`src/rtl/plcp_framer.sv`:
```
// Transmit-side 802.11a PLCP framer: serializes preamble, SIGNAL, SERVICE, PSDU,
// data tail and pad into a single-bit stream with registered outputs.
module plcp_framer #(
  parameter int unsigned PREAMBLE_BITS = 96,
  parameter int unsigned SERVICE_BITS  = 16,
  parameter int unsigned TAIL_BITS     = 6
) (
  input  logic        Clock,
  input  logic        Reset,
  input  logic        Start,
  input  logic [3:0]  Rate,
  input  logic [11:0] Length,
  input  logic [7:0]  Data_in,
  input  logic        Data_valid,
  output logic        Data_ready,
  output logic        Output,
  output logic        Out_valid,
  output logic        Scramble_en,
  output logic        Busy,
  output logic        Done,
  output logic        Error
);

  localparam int unsigned SIG_BITS = 18 + TAIL_BITS;
  localparam logic [14:0] PRE_LAST = 15'(PREAMBLE_BITS - 1);
  localparam logic [14:0] SIG_LAST = 15'(SIG_BITS - 1);
  localparam logic [14:0] SRV_LAST = 15'(SERVICE_BITS - 1);
  localparam logic [14:0] TAIL_LAST = 15'(TAIL_BITS - 1);

  typedef enum logic [2:0] {
    S_IDLE, S_PREAMBLE, S_SIGNAL, S_SERVICE, S_PSDU, S_TAIL, S_PAD, S_FLUSH
  } state_t;

  function automatic logic [7:0] ndbps_of(input logic [3:0] r);
    case (r)
      4'b1101: return 8'd24;
      4'b1111: return 8'd36;
      4'b0101: return 8'd48;
      4'b0111: return 8'd72;
      4'b1001: return 8'd96;
      4'b1011: return 8'd144;
      4'b0001: return 8'd192;
      4'b0011: return 8'd216;
      default: return 8'd0;
    endcase
  endfunction

  state_t        state, state_n;
  logic [14:0]   cnt, cnt_n;
  logic [7:0]    dbps_cnt, dbps_n, dbps_inc, ndbps;
  logic [3:0]    rate_q;
  logic [11:0]   len_q;
  logic [11:0]   fetched;
  logic [7:0]    buf_q, sh_q;
  logic          buf_full;
  logic [14:0]   psdu_last;
  logic [SIG_BITS-1:0] sig;
  logic          out_n, ov_n, scr_n, done_n, err_n;
  logic          start_ok, load_byte, shift_byte;

  assign ndbps     = ndbps_of(rate_q);
  assign dbps_inc  = (dbps_cnt == ndbps - 8'd1) ? '0 : dbps_cnt + 8'd1;
  assign psdu_last = {len_q, 3'b000} - 15'd1;
  assign sig       = {rate_q, 1'b0, len_q, ^{rate_q, len_q}, {TAIL_BITS{1'b0}}};
  assign Data_ready = Busy & ~buf_full & (fetched < len_q);

  always_comb begin
    state_n    = state;
    cnt_n      = cnt;
    dbps_n     = dbps_cnt;
    out_n      = 1'b0;
    ov_n       = 1'b0;
    scr_n      = 1'b0;
    done_n     = 1'b0;
    err_n      = Error;
    start_ok   = 1'b0;
    load_byte  = 1'b0;
    shift_byte = 1'b0;
    case (state)
      S_IDLE: begin
        if (Start) begin
          if (ndbps_of(Rate) != 8'd0 && Length != '0) begin
            err_n    = 1'b0;
            start_ok = 1'b1;
            state_n  = S_PREAMBLE;
            cnt_n    = '0;
            dbps_n   = '0;
          end else begin
            err_n = 1'b1;
          end
        end
      end
      S_PREAMBLE: begin
        ov_n  = 1'b1;
        out_n = ~cnt[0];
        cnt_n = cnt + 15'd1;
        if (cnt == PRE_LAST) begin
          cnt_n   = '0;
          state_n = S_SIGNAL;
        end
      end
      S_SIGNAL: begin
        ov_n  = 1'b1;
        out_n = sig[5'(SIG_BITS - 1) - cnt[4:0]];
        cnt_n = cnt + 15'd1;
        if (cnt == SIG_LAST) begin
          cnt_n   = '0;
          state_n = S_SERVICE;
        end
      end
      S_SERVICE: begin
        ov_n   = 1'b1;
        scr_n  = 1'b1;
        dbps_n = dbps_inc;
        cnt_n  = cnt + 15'd1;
        if (cnt == SRV_LAST) begin
          cnt_n   = '0;
          state_n = S_PSDU;
        end
      end
      S_PSDU: begin
        // An empty buffer at a byte boundary aborts the frame without Done.
        if (cnt[2:0] == 3'd0 && !buf_full) begin
          err_n   = 1'b1;
          state_n = S_IDLE;
        end else begin
          ov_n   = 1'b1;
          scr_n  = 1'b1;
          dbps_n = dbps_inc;
          cnt_n  = cnt + 15'd1;
          if (cnt[2:0] == 3'd0) begin
            load_byte = 1'b1;
            out_n     = buf_q[0];
          end else begin
            shift_byte = 1'b1;
            out_n      = sh_q[0];
          end
          if (cnt == psdu_last) begin
            cnt_n   = '0;
            state_n = S_TAIL;
          end
        end
      end
      S_TAIL: begin
        ov_n   = 1'b1;
        dbps_n = dbps_inc;
        cnt_n  = cnt + 15'd1;
        if (cnt == TAIL_LAST) begin
          cnt_n   = '0;
          state_n = (dbps_inc == '0) ? S_FLUSH : S_PAD;
        end
      end
      S_PAD: begin
        ov_n   = 1'b1;
        scr_n  = 1'b1;
        dbps_n = dbps_inc;
        if (dbps_inc == '0) state_n = S_FLUSH;
      end
      S_FLUSH: begin
        done_n  = 1'b1;
        state_n = S_IDLE;
      end
      default: state_n = S_IDLE;
    endcase
  end

  always_ff @(posedge Clock or posedge Reset) begin
    if (Reset) begin
      state       <= S_IDLE;
      cnt         <= '0;
      dbps_cnt    <= '0;
      rate_q      <= '0;
      len_q       <= '0;
      fetched     <= '0;
      buf_q       <= '0;
      buf_full    <= 1'b0;
      sh_q        <= '0;
      Output      <= 1'b0;
      Out_valid   <= 1'b0;
      Scramble_en <= 1'b0;
      Busy        <= 1'b0;
      Done        <= 1'b0;
      Error       <= 1'b0;
    end else begin
      state       <= state_n;
      cnt         <= cnt_n;
      dbps_cnt    <= dbps_n;
      Output      <= out_n;
      Out_valid   <= ov_n;
      Scramble_en <= scr_n;
      Busy        <= (state_n != S_IDLE);
      Done        <= done_n;
      Error       <= err_n;
      if (start_ok) begin
        rate_q   <= Rate;
        len_q    <= Length;
        buf_full <= 1'b0;
        fetched  <= '0;
      end else if (Data_valid && Data_ready) begin
        buf_q    <= Data_in;
        buf_full <= 1'b1;
        fetched  <= fetched + 12'd1;
      end else if (load_byte) begin
        buf_full <= 1'b0;
      end
      if (load_byte)
        sh_q <= {1'b0, buf_q[7:1]};
      else if (shift_byte)
        sh_q <= {1'b0, sh_q[7:1]};
    end
  end

endmodule

```
`config.mk`:
```
export PLATFORM = sky130hd
export DESIGN_NAME = plcp_framer
export DESIGN_NICKNAME = d
export VERILOG_FILES = /design/src/rtl/plcp_framer.sv
export SDC_FILE = /design/constraint.sdc
export NUM_CORES = 1
export LEC_CHECK = 0
export ABC_AREA = 0
export BUFFER_PORTS_ARGS = -buffer_cell sky130_fd_sc_hd__buf_4
export CORE_UTILIZATION = 50
export DETAILED_ROUTE_END_ITERATION = 7
export PLACE_DENSITY = 0.68
export SKIP_LAST_GASP = 1
export SYNTH_ARGS = -nofsm -noshare
export SYNTH_HDL_FRONTEND = slang
export SYNTH_SLANG_ARGS = --single-unit
```
`constraint.sdc`:
```
create_clock -name Clock -period 3.41 [get_ports Clock]
set_input_delay 0.341 -clock Clock [delete_from_list [all_inputs] [get_ports Clock]]
set_output_delay 0.341 -clock Clock [all_outputs]
set_load 0.05 [all_outputs]
```
==> results of run 1 <==
state kept, by name, summed over array words and instances (netlist names):
signal and count:
Error 1, buf_q 8, Out_valid 1, Done 1
cnt 15, rate_q 4, Output 1, Scramble_en 1
buf_full 1, len_q 12, Busy 1, sh_q 7
state 3, fetched 12, dbps_cnt 8
cells in the mapped netlist (7+ instances only):
| library cell | count |
|---|---|
| o2bb2ai_2 | 7 |
| nor2b_1 | 7 |
| xor2_1 | 8 |
| nor2_1 | 36 |
| a21oi_1 | 14 |
| mux2_2 | 12 |
| nand3_1 | 19 |
| ha_1 | 31 |
| mux2i_1 | 9 |
| clkbuf_1 | 17 |
| nor3_1 | 7 |
| nand2_1 | 61 |
| xnor2_1 | 40 |
| inv_1 | 25 |
| dfrtp_1 | 76 |
| nand4_1 | 10 |
| o21ai_0 | 51 |
| nand2b_1 | 13 |
| o21ai_1 | 7 |
per-layer routing:
layer / share of wire, % / up-vias / GRT usage [%]
li1: - / 2058 / -
met1: 47 / 2049 / 31.2
met2: 48 / 83 / 37.2
met3: 3.3 / 15 / 3.21
met4: 1.5 / 0 / 8.78
met5: 0 / - / 0
cells by family (layout without fill, tap and decap cells):
group	count (synthesis)	count (layout)	synth area share (%)
buffers and inverters	53	85	5.05
multiplexers	24	24	5.65
XOR/XNOR	48	48	8.12
AO/OA/AOI/OAI	136	136	18.3
AND/OR/NAND/NOR	190	190	18.4
flip-flops	76	76	36.7
adder cells (fa/ha/maj)	32	32	7.68
layout make-up:
class	count	area, um^2
inverter	25	93.8
multi-input combinational	430	3020
tap	133	166
fill	885	4180
clock inverter	6	72.6
timing repair buffer	44	343
sequential	76	1900
clock buffer	10	138
power groups by stage:
stage	Combinational (mW)	Clock [mW]	Sequential, mW
global route	2.33	0.784	1.41
global placement	2.07	0	1.38
detailed placement	2.11	0	1.38
finish	2.14	0.732	1.37
floorplan	1.70	0	1.32
CTS	2.13	0.749	1.37
worst paths after layout:
kind	start	to	slack, ns	cells after the start
min reg2reg	sh_q[4]$_DFFE_PP0P_	sh_q[4]$_DFFE_PP0P_	0.49	2
max	len_q[2]$_DFFE_PP0P_	cnt[11]$_DFFE_PP0P_	0.31	10
max reg2reg	len_q[2]$_DFFE_PP0P_	cnt[11]$_DFFE_PP0P_	0.31	10
min in group Clock	Length[10]	len_q[10]$_DFFE_PP0P_	0.19	3
min	Reset	Out_valid$_DFF_PP0_	0.11	2
max in group asynchronous	Reset	len_q[9]$_DFFE_PP0P_	2.62	3
worst reg2reg max path, stage by stage (launching register included):
cell and delay, ns:
dfrtp_1 0.42, inv_1 0.16, ha_1 0.22, nand3_1 0.15, a21boi_0 0.31, o21ai_0 0.17, xnor2_1 0.33, a41oi_2 0.21
a311oi_4 0.33, nand2b_1 0.54, o2bb2ai_1 0.13
stage by stage:
stage                     total power [mW]  std cells
after floorplan                       3.02        559
after global placement                3.45        708
after detailed placement              3.50        708
after CTS                             4.25        724
after global routing                  4.53        724
final                                 4.24        724
==> impl_metrics.py, run 1 <==
metrics = {
    "status": {
        "status": "finished, final reports clean",
    },
    "synth": {
        "ys.flop_type": "dfrtp_1",
        "synth_cells": 559,
        "synthDistinctLibCells": 68,
        "synth.avg_cell_area_um2": 9.26,
        "syn-cell-area_um2": 5180,
        "synth-async-reset-ratio_pct": 100,
        "synth_top_area_share_pct": 36.7,
        "synth_edf_count": 0,
        "ys_warn_count": 0,
        "synth_nets": 618,
        "yosysTopAreaCell": "dfrtp_1",
        "synth_seq_area_share_pct": 36.7,
        "synthTopCellsByArea": "dfrtp_1, ha_1, xnor2_1",
        "ys_ff_latch": 76,
    },
    "worst_setup_path": {
        "critical_path_class": "flip-flop to flip-flop",
        "max_stage_delay_ns": 0.54,
        "crit_chain": "inv_1 -> ha_1 -> nand3_1 -> a21boi_0 -> o21ai_0 -> xnor2_1 -> a41oi_2 -> a311oi_4 -> nand2b_1 -> o2bb2ai_1",
        "start_kind": "flip-flop",
        "cp.required_ns": 3.64,
        "critPathArrivalTime_ns": 3.33,
        "crit_family": "compound AO/OA/AOI/OAI gates",
        "crit_path_end_kind": "flip-flop",
        "critPathBufInv": 1,
        "worstPathMaxFanout": 10,
        "cpMaxStageDelayCell": "nand2b_1",
    },
    "pwr": {
        "power.internal_mw": 2.44,
        "clockPowerShare_pct": 17.3,
        "vdd_ir_drop_max_mv": 0.330,
        "power_density_nw_per_um2": 740,
        "switchingPower_mw": 1.80,
        "swShare_pct": 42.5,
        "p_leak_nw": 2.48,
        "p_comb_share_pct": 50.4,
        "seqPwrFrac_pct": 32.3,
    },
    "die": {
        "die_area_um2": 10800,
        "ios": 35,
        "row_count": 36,
        "start_util_pct": 52.2,
        "core_area_um2": 9910,
        "die_h_um": 104,
        "die_w_um": 104,
    },
    "grt": {
        "grt_pass1_vias": 3995,
        "grt_first_pass_wirelength_um": 19800,
        "grt_max_degree": 44,
        "antenna_found_initial": 0,
        "grt_util_all_layers_pct": 22.9,
        "overflow": 0,
    },
    "timing": {
        "finalMaxSlewViolations": 0,
        "post-route-period-util_pct": 90.9,
        "tightestPinTransition_ns": 0.945,
        "holdWs_ns": 0.106,
        "hold_viol": 0,
        "rsz0062_at_grt": "false",
        "fmax_mhz": 323,
        "final-setup-viol-count": 0,
        "finalClockSkew_ns": 0.00918,
        "timing.final.crit_period_ns": 3.10,
        "setup_ws_ns": 0.310,
        "relSlewSlack_pct": 36.5,
        "tns_ns": 0,
    },
    "placement": {
        "io_buffer_count": 34,
        "dp_hpwl_um": 8620,
        "gp_congestion": 0.944,
        "place_ws_ns": 0.411,
        "place_area_um2": 5520,
    },
    "clock_tree": {
        "cts_tree": "done",
        "cts.htree.levels": 3,
        "cts_buffer_depth": 2,
        "clk_latency_ns": 0.37,
        "cts_resized": 0,
        "clock-root-buffer": "clkbuf_8",
        "postCtsSetupBuffers": 0,
        "ctsHoldBuffers": 0,
        "cts.sinks": 76,
        "clkTransAtPathRegs_ns": 0.08,
        "cts_buffers": 9,
    },
    "detailed_routing": {
        "first_pass_iters": 4,
        "routed_wl_um": 11900,
        "dr_total_vias": 4205,
        "ant_nets": 0,
        "dr.first_iter.drc_count": 242,
        "vias_per_cell": 5.81,
        "wl_per_cell_um": 16.4,
        "drc": 0,
    },
    "final_layout": {
        "diodes": 0,
        "synthToLayoutAreaGrowth_pct": 10.8,
        "nets": 645,
        "drive_gt1_share_pct": 16.2,
        "final_common_cell": "dfrtp_1",
        "utilization_pct": 57.9,
        "final_cell_mix": "dfrtp_1, nand2_1, o21ai_0, buf_4, xnor2_1",
        "final_cell_area_um2": 5730,
    },
    "hold_path": {
        "hp-class": "primary input to asynchronous set/reset pin",
    },
    "run": {
        "cap_violations": 0,
    },
}
Power figures use the tool's default switching activity.
==> inputs of run 2 (changes only) <==
GPL_TIMING_DRIVEN = 1   (was unset)
RECOVER_POWER = 50   (was unset)
==> run 2 against run 1 <==
Net effect:
- first-iteration DRC count fell by 11%
- global-route usage did not move
- sequential cell count did not move
- final cell count did not move
- sequential power barely moved
- sequential share of layout area rose by 0.13 points
- power fell by 0.14%
- register-to-register slack improved by 0.02 ns
- count of clock-buffer cells in the layout did not move
- clock skew rose by 0.0037 ns
- combinational power barely moved
==> impl_metrics.py, run 2 (synthesis results as in run 1) <==
metrics = {
    "status": {
        "status": "finished, final reports clean",
    },
    "worst_setup_path": {
        "rrSetupSlack_ns": 0.33,
        "start_kind": "flip-flop",
        "crit_path_end_kind": "flip-flop",
        "cp.required_ns": 3.64,
        "regToRegStartpoint": "len_q[2]$_DFFE_PP0P_",
        "critical_path.startpoint": "len_q[2]$_DFFE_PP0P_",
        "r2r_cells": 10,
        "critPathArrivalTime_ns": 3.31,
        "critical_path_class": "flip-flop to flip-flop",
        "worstPathMaxFanout": 10,
        "r2r_end": "cnt[11]$_DFFE_PP0P_",
    },
    "clock_tree": {
        "cts.sinks": 76,
        "cts_tree": "done",
        "cts_resized": 0,
        "clk_latency_ns": 0.37,
        "cts_buffer_depth": 2,
        "cts.htree.levels": 3,
        "cts_buffers": 9,
        "ctsHoldBuffers": 0,
        "postCtsSetupBuffers": 0,
        "clkTransAtPathRegs_ns": 0.08,
        "clock-root-buffer": "clkbuf_8",
    },
    "final_layout": {
        "top_regs": "cnt (15), fetched (12), len_q (12)",
        "nets": 645,
        "final_cells": 724,
        "largest_register": "cnt",
        "synthToLayoutAreaGrowth_pct": 10.3,
        "diodes": 0,
        "utilization_pct": 57.6,
        "largest_reg_flops": 15,
        "multiInputGateArea_um2": 3020,
        "final_common_cell": "dfrtp_1",
        "drive_gt1_share_pct": 15.7,
        "seq_area_um2": 1900,
        "final_cell_mix": "dfrtp_1, nand2_1, o21ai_0, xnor2_1, buf_4",
        "nFillCells": 886,
    },
    "timing": {
        "timing.final.crit_period_ns": 3.08,
        "holdWs_ns": 0.189,
        "tns_ns": 0,
        "fmax_mhz": 325,
        "tightestPinTransition_ns": 1.29,
        "post-route-period-util_pct": 90.2,
        "rsz0062_at_grt": "false",
        "final-setup-viol-count": 0,
        "relSlewSlack_pct": 14.2,
        "finalClockSkew_ns": 0.0129,
        "finalMaxSlewViolations": 0,
        "hold_viol": 0,
    },
    "placement": {
        "io_buffer_count": 34,
        "dp_hpwl_um": 8620,
        "gp_congestion": 0.944,
        "dpl.cell_count": 708,
    },
    "die": {
        "die_w_um": 104,
        "core_area_um2": 9910,
        "start_util_pct": 52.2,
        "row_count": 36,
        "die_h_um": 104,
        "die_area_um2": 10800,
        "ios": 35,
    },
    "grt": {
        "overflow": 0,
        "grt_max_degree": 44,
        "grt_first_pass_wirelength_um": 19800,
        "antenna_found_initial": 0,
        "grt_util_all_layers_pct": 22.9,
        "grt_pass1_vias": 3995,
    },
    "hold_path": {
        "hold_path_depth": 3,
        "min-delay-start": "Length[10]",
        "hp-class": "primary input to flip-flop",
        "hold-path-endpoint": "len_q[10]$_DFFE_PP0P_",
    },
    "detailed_routing": {
        "dr_total_vias": 4227,
        "routed_wl_um": 11900,
        "ant_nets": 0,
        "dr.first_iter.drc_count": 216,
        "first_pass_iters": 5,
        "wl_per_cell_um": 16.5,
        "vias_per_cell": 5.84,
        "drc": 0,
    },
    "pwr": {
        "power_mw": 4.24,
        "power_density_nw_per_um2": 742,
        "vdd_ir_drop_max_mv": 0.330,
        "p_leak_nw": 2.46,
    },
    "run": {
        "cap_violations": 0,
    },
}
run 2: changes by cell type in the layout (fill, tap and decap cells not counted):
cell,change
clkbuf_4,+1
buf_12,-1
buf_4,-3
inv_1,+1
inv_2,-1
clkbuf_1,+2
clkbuf_2,+1
run 2: stage by stage:
stage	setup WS [ns]	area, um^2
6_report	0.333	5710
5_1_grt	0.131	5710
4_1_cts	0.364	5730
3_5_place_dp	0.411	5520
3_3_place_gp	0.464	5520
2_1_floorplan	0.889	5180
run 2: layer usage:
| metal | global-route usage, % | up-vias | wire (um) | share of wire (%) |
|---|---|---|---|---|
| met1 | 31.2 | 2058 | 5520 | 46 |
| met4 | 8.78 | 0 | 172 | 1.4 |
| met2 | 37.2 | 99 | 5750 | 48 |
| met3 | 3.21 | 14 | 471 | 4.0 |
| li1 | - | 2056 | - | - |
| met5 | 0 | - | 0 | 0 |
run 2: worst max path at each step:
stage / to / slack, ns / cells after the start
after floorplan: cnt[0]$_DFFE_PP0P_ / 0.89 / 11
after global placement: cnt[4]$_DFFE_PP0P_ / 0.46 / 10
after detailed placement: cnt[11]$_DFFE_PP0P_ / 0.41 / 10
after CTS: cnt[11]$_DFFE_PP0P_ / 0.36 / 10
after global routing: cnt[11]$_DFFE_PP0P_ / 0.13 / 10
final: cnt[11]$_DFFE_PP0P_ / 0.33 / 10
run 2: where the power goes:
group          internal (mW)  leakage (nW)  switching [mW]  total (mW)
combinational          0.970          1.36            1.16        2.13
sequential              1.10         0.997           0.267        1.37
clock                  0.364         0.103           0.370       0.734
run 2: area by class of cell:
| class | count | area share [%] |
|---|---|---|
| multi-input combinational | 430 | 52.9 |
| sequential | 76 | 33.3 |
| timing repair buffer | 44 | 5.61 |
| tap | 133 | 2.91 |
| clock buffer | 10 | 2.41 |
| inverter | 25 | 1.64 |
| clock inverter | 6 | 1.27 |
run 2: worst max-delay path, cell delays in order (launching register included):
cell	delay [ns]
dfrtp_1	0.42
inv_1	0.16
ha_1	0.22
nand3_1	0.14
a21boi_0	0.31
o21ai_0	0.17
xnor2_1	0.32
a41oi_2	0.20
a311oi_4	0.33
nand2b_1	0.54
o2bb2ai_1	0.12
==> inputs of run 3 (changes only) <==
ABC_AREA = unset   (was 0)
CTS_BUF_LIST = sky130_fd_sc_hd__clkbuf_8   (was unset)
RECOVER_POWER = 100   (was 50)
==> run 3 against run 2 <==
Net effect:
- power down 1.2%
- critical path depth unchanged
- sequential power about the same
- register-to-register slack about the same
- clock power about the same
- critical endpoint is now cnt[0]$_DFFE_PP0P_
- largest cell class unchanged
==> impl_metrics.py, run 3 (synthesis results as in run 1) <==
metrics = {
    "status": {
        "status": "finished, final reports clean",
    },
    "detailed_routing": {
        "wl_per_cell_um": 16.4,
        "routed_wl_um": 11900,
        "vias_per_cell": 5.80,
        "first_pass_iters": 5,
        "ant_nets": 0,
        "dr_total_vias": 4198,
        "drc": 0,
        "dr.first_iter.drc_count": 243,
    },
    "worst_setup_path": {
        "r2r_cells": 10,
        "crit_path_end_kind": "flip-flop",
        "critical_path_class": "flip-flop to flip-flop",
        "worstPathMaxFanout": 10,
        "cp.required_ns": 3.65,
        "critPathArrivalTime_ns": 3.31,
        "start_kind": "flip-flop",
    },
    "timing": {
        "final-setup-viol-count": 0,
        "tns_ns": 0,
        "hold_viol": 0,
        "finalClockSkew_ns": 0.0118,
        "fmax_mhz": 325,
        "rsz0062_at_grt": "false",
        "tightestPinTransition_ns": 1.29,
        "setup_ws_ns": 0.331,
        "finalMaxSlewViolations": 0,
        "post-route-period-util_pct": 90.3,
        "timing.final.crit_period_ns": 3.08,
        "relSlewSlack_pct": 14.0,
    },
    "final_layout": {
        "synthToLayoutAreaGrowth_pct": 9.45,
        "drive_gt1_share_pct": 14.0,
        "utilization_pct": 57.2,
        "final_cells": 724,
        "largest_register": "cnt",
        "final_common_cell": "dfrtp_1",
        "final_cell_mix": "dfrtp_1, nand2_1, o21ai_0, xnor2_1, nor2_1",
        "largest_reg_flops": 15,
        "top_regs": "cnt (15), fetched (12), len_q (12)",
        "nets": 645,
        "diodes": 0,
    },
    "placement": {
        "place_ws_ns": 0.411,
        "gp_congestion": 0.944,
        "io_buffer_count": 34,
        "dpl.cell_count": 708,
        "dp_hpwl_um": 8620,
    },
    "clock_tree": {
        "cts.htree.levels": 3,
        "postCtsSetupBuffers": 0,
        "clk_latency_ns": 0.37,
        "cts_buffers": 9,
        "cts_buffer_depth": 2,
        "cts_resized": 0,
        "cts_tree": "done",
        "ctsHoldBuffers": 0,
        "clock-root-buffer": "clkbuf_8",
        "cts.sinks": 76,
        "clkTransAtPathRegs_ns": 0.09,
    },
    "grt": {
        "grt_first_pass_wirelength_um": 19800,
        "grt_util_all_layers_pct": 22.9,
        "grt_max_degree": 44,
        "antenna_found_initial": 0,
        "grt_pass1_vias": 3995,
        "overflow": 0,
    },
    "die": {
        "start_util_pct": 52.2,
        "die_w_um": 104,
        "core_area_um2": 9910,
        "row_count": 36,
        "die_h_um": 104,
        "die_area_um2": 10800,
        "ios": 35,
    },
    "pwr": {
        "power_density_nw_per_um2": 739,
        "vdd_ir_drop_max_mv": 0.330,
        "p_leak_nw": 2.43,
        "power_mw": 4.19,
    },
    "run": {
        "cap_violations": 0,
    },
    "hold_path": {
        "hp-class": "primary input to flip-flop",
        "hold_path_depth": 3,
    },
}
[run 3: layout make-up]
cell class / instances / area (um^2)
Fill cell: 898 / 4240
Tap cell: 133 / 166
Clock inverter: 6 / 72.6
Inverter: 25 / 93.8
Sequential cell: 76 / 1900
Clock buffer: 10 / 138
Multi-Input combinational cell: 430 / 3000
Timing Repair Buffer: 44 / 292
[run 3: layer usage]
metal	wire length, um	track usage (%)	part of all wire, %	vias up
met5	0	0	0	-
met4	180	8.78	1.5	0
met3	466	3.21	3.9	15
met2	5690	37.2	48	100
met1	5550	31.2	47	2025
li1	-	-	-	2058
[run 3: critical path, stage by stage, from the launching register on]
cell and delay (ns):
dfrtp_1 0.42, inv_1 0.16, ha_1 0.22, nand3_1 0.15
a21boi_0 0.31, o21ai_0 0.17, xnor2_1 0.29, a41oi_1 0.22
a311oi_4 0.34, nand2b_1 0.51, o21ai_0 0.16
[run 3: worst paths after layout]
path                                       from               endpoint  slack [ns]
min in group asynchronous                 Reset   buf_q[3]$_DFFE_PP0P_        0.33
max reg2reg                len_q[2]$_DFFE_PP0P_     cnt[0]$_DFFE_PP0P_        0.33
max in group asynchronous                 Reset   len_q[1]$_DFFE_PP0P_        1.38
min reg2reg                 sh_q[1]$_DFFE_PP0P_    sh_q[1]$_DFFE_PP0P_        0.49
min                                  Length[10]  len_q[10]$_DFFE_PP0P_        0.19
max                        len_q[2]$_DFFE_PP0P_     cnt[0]$_DFFE_PP0P_        0.33
[run 3: where the power goes]
part / switching [mW] / total (mW) / internal (mW)
Clock: 0.370 / 0.734 / 0.364
Combinational: 1.15 / 2.08 / 0.935
Sequential: 0.266 / 1.37 / 1.10
[run 3: through the flow]
| step | hold WS (ns) | area, um^2 |
|---|---|---|
| 3_5_place_dp | 0.472 | 5520 |
| 5_1_grt | 0.190 | 5670 |
| 2_1_floorplan | 0.450 | 5180 |
| 3_3_place_gp | 0.463 | 5520 |
| 6_report | 0.190 | 5670 |
| 4_1_cts | 0.128 | 5730 |
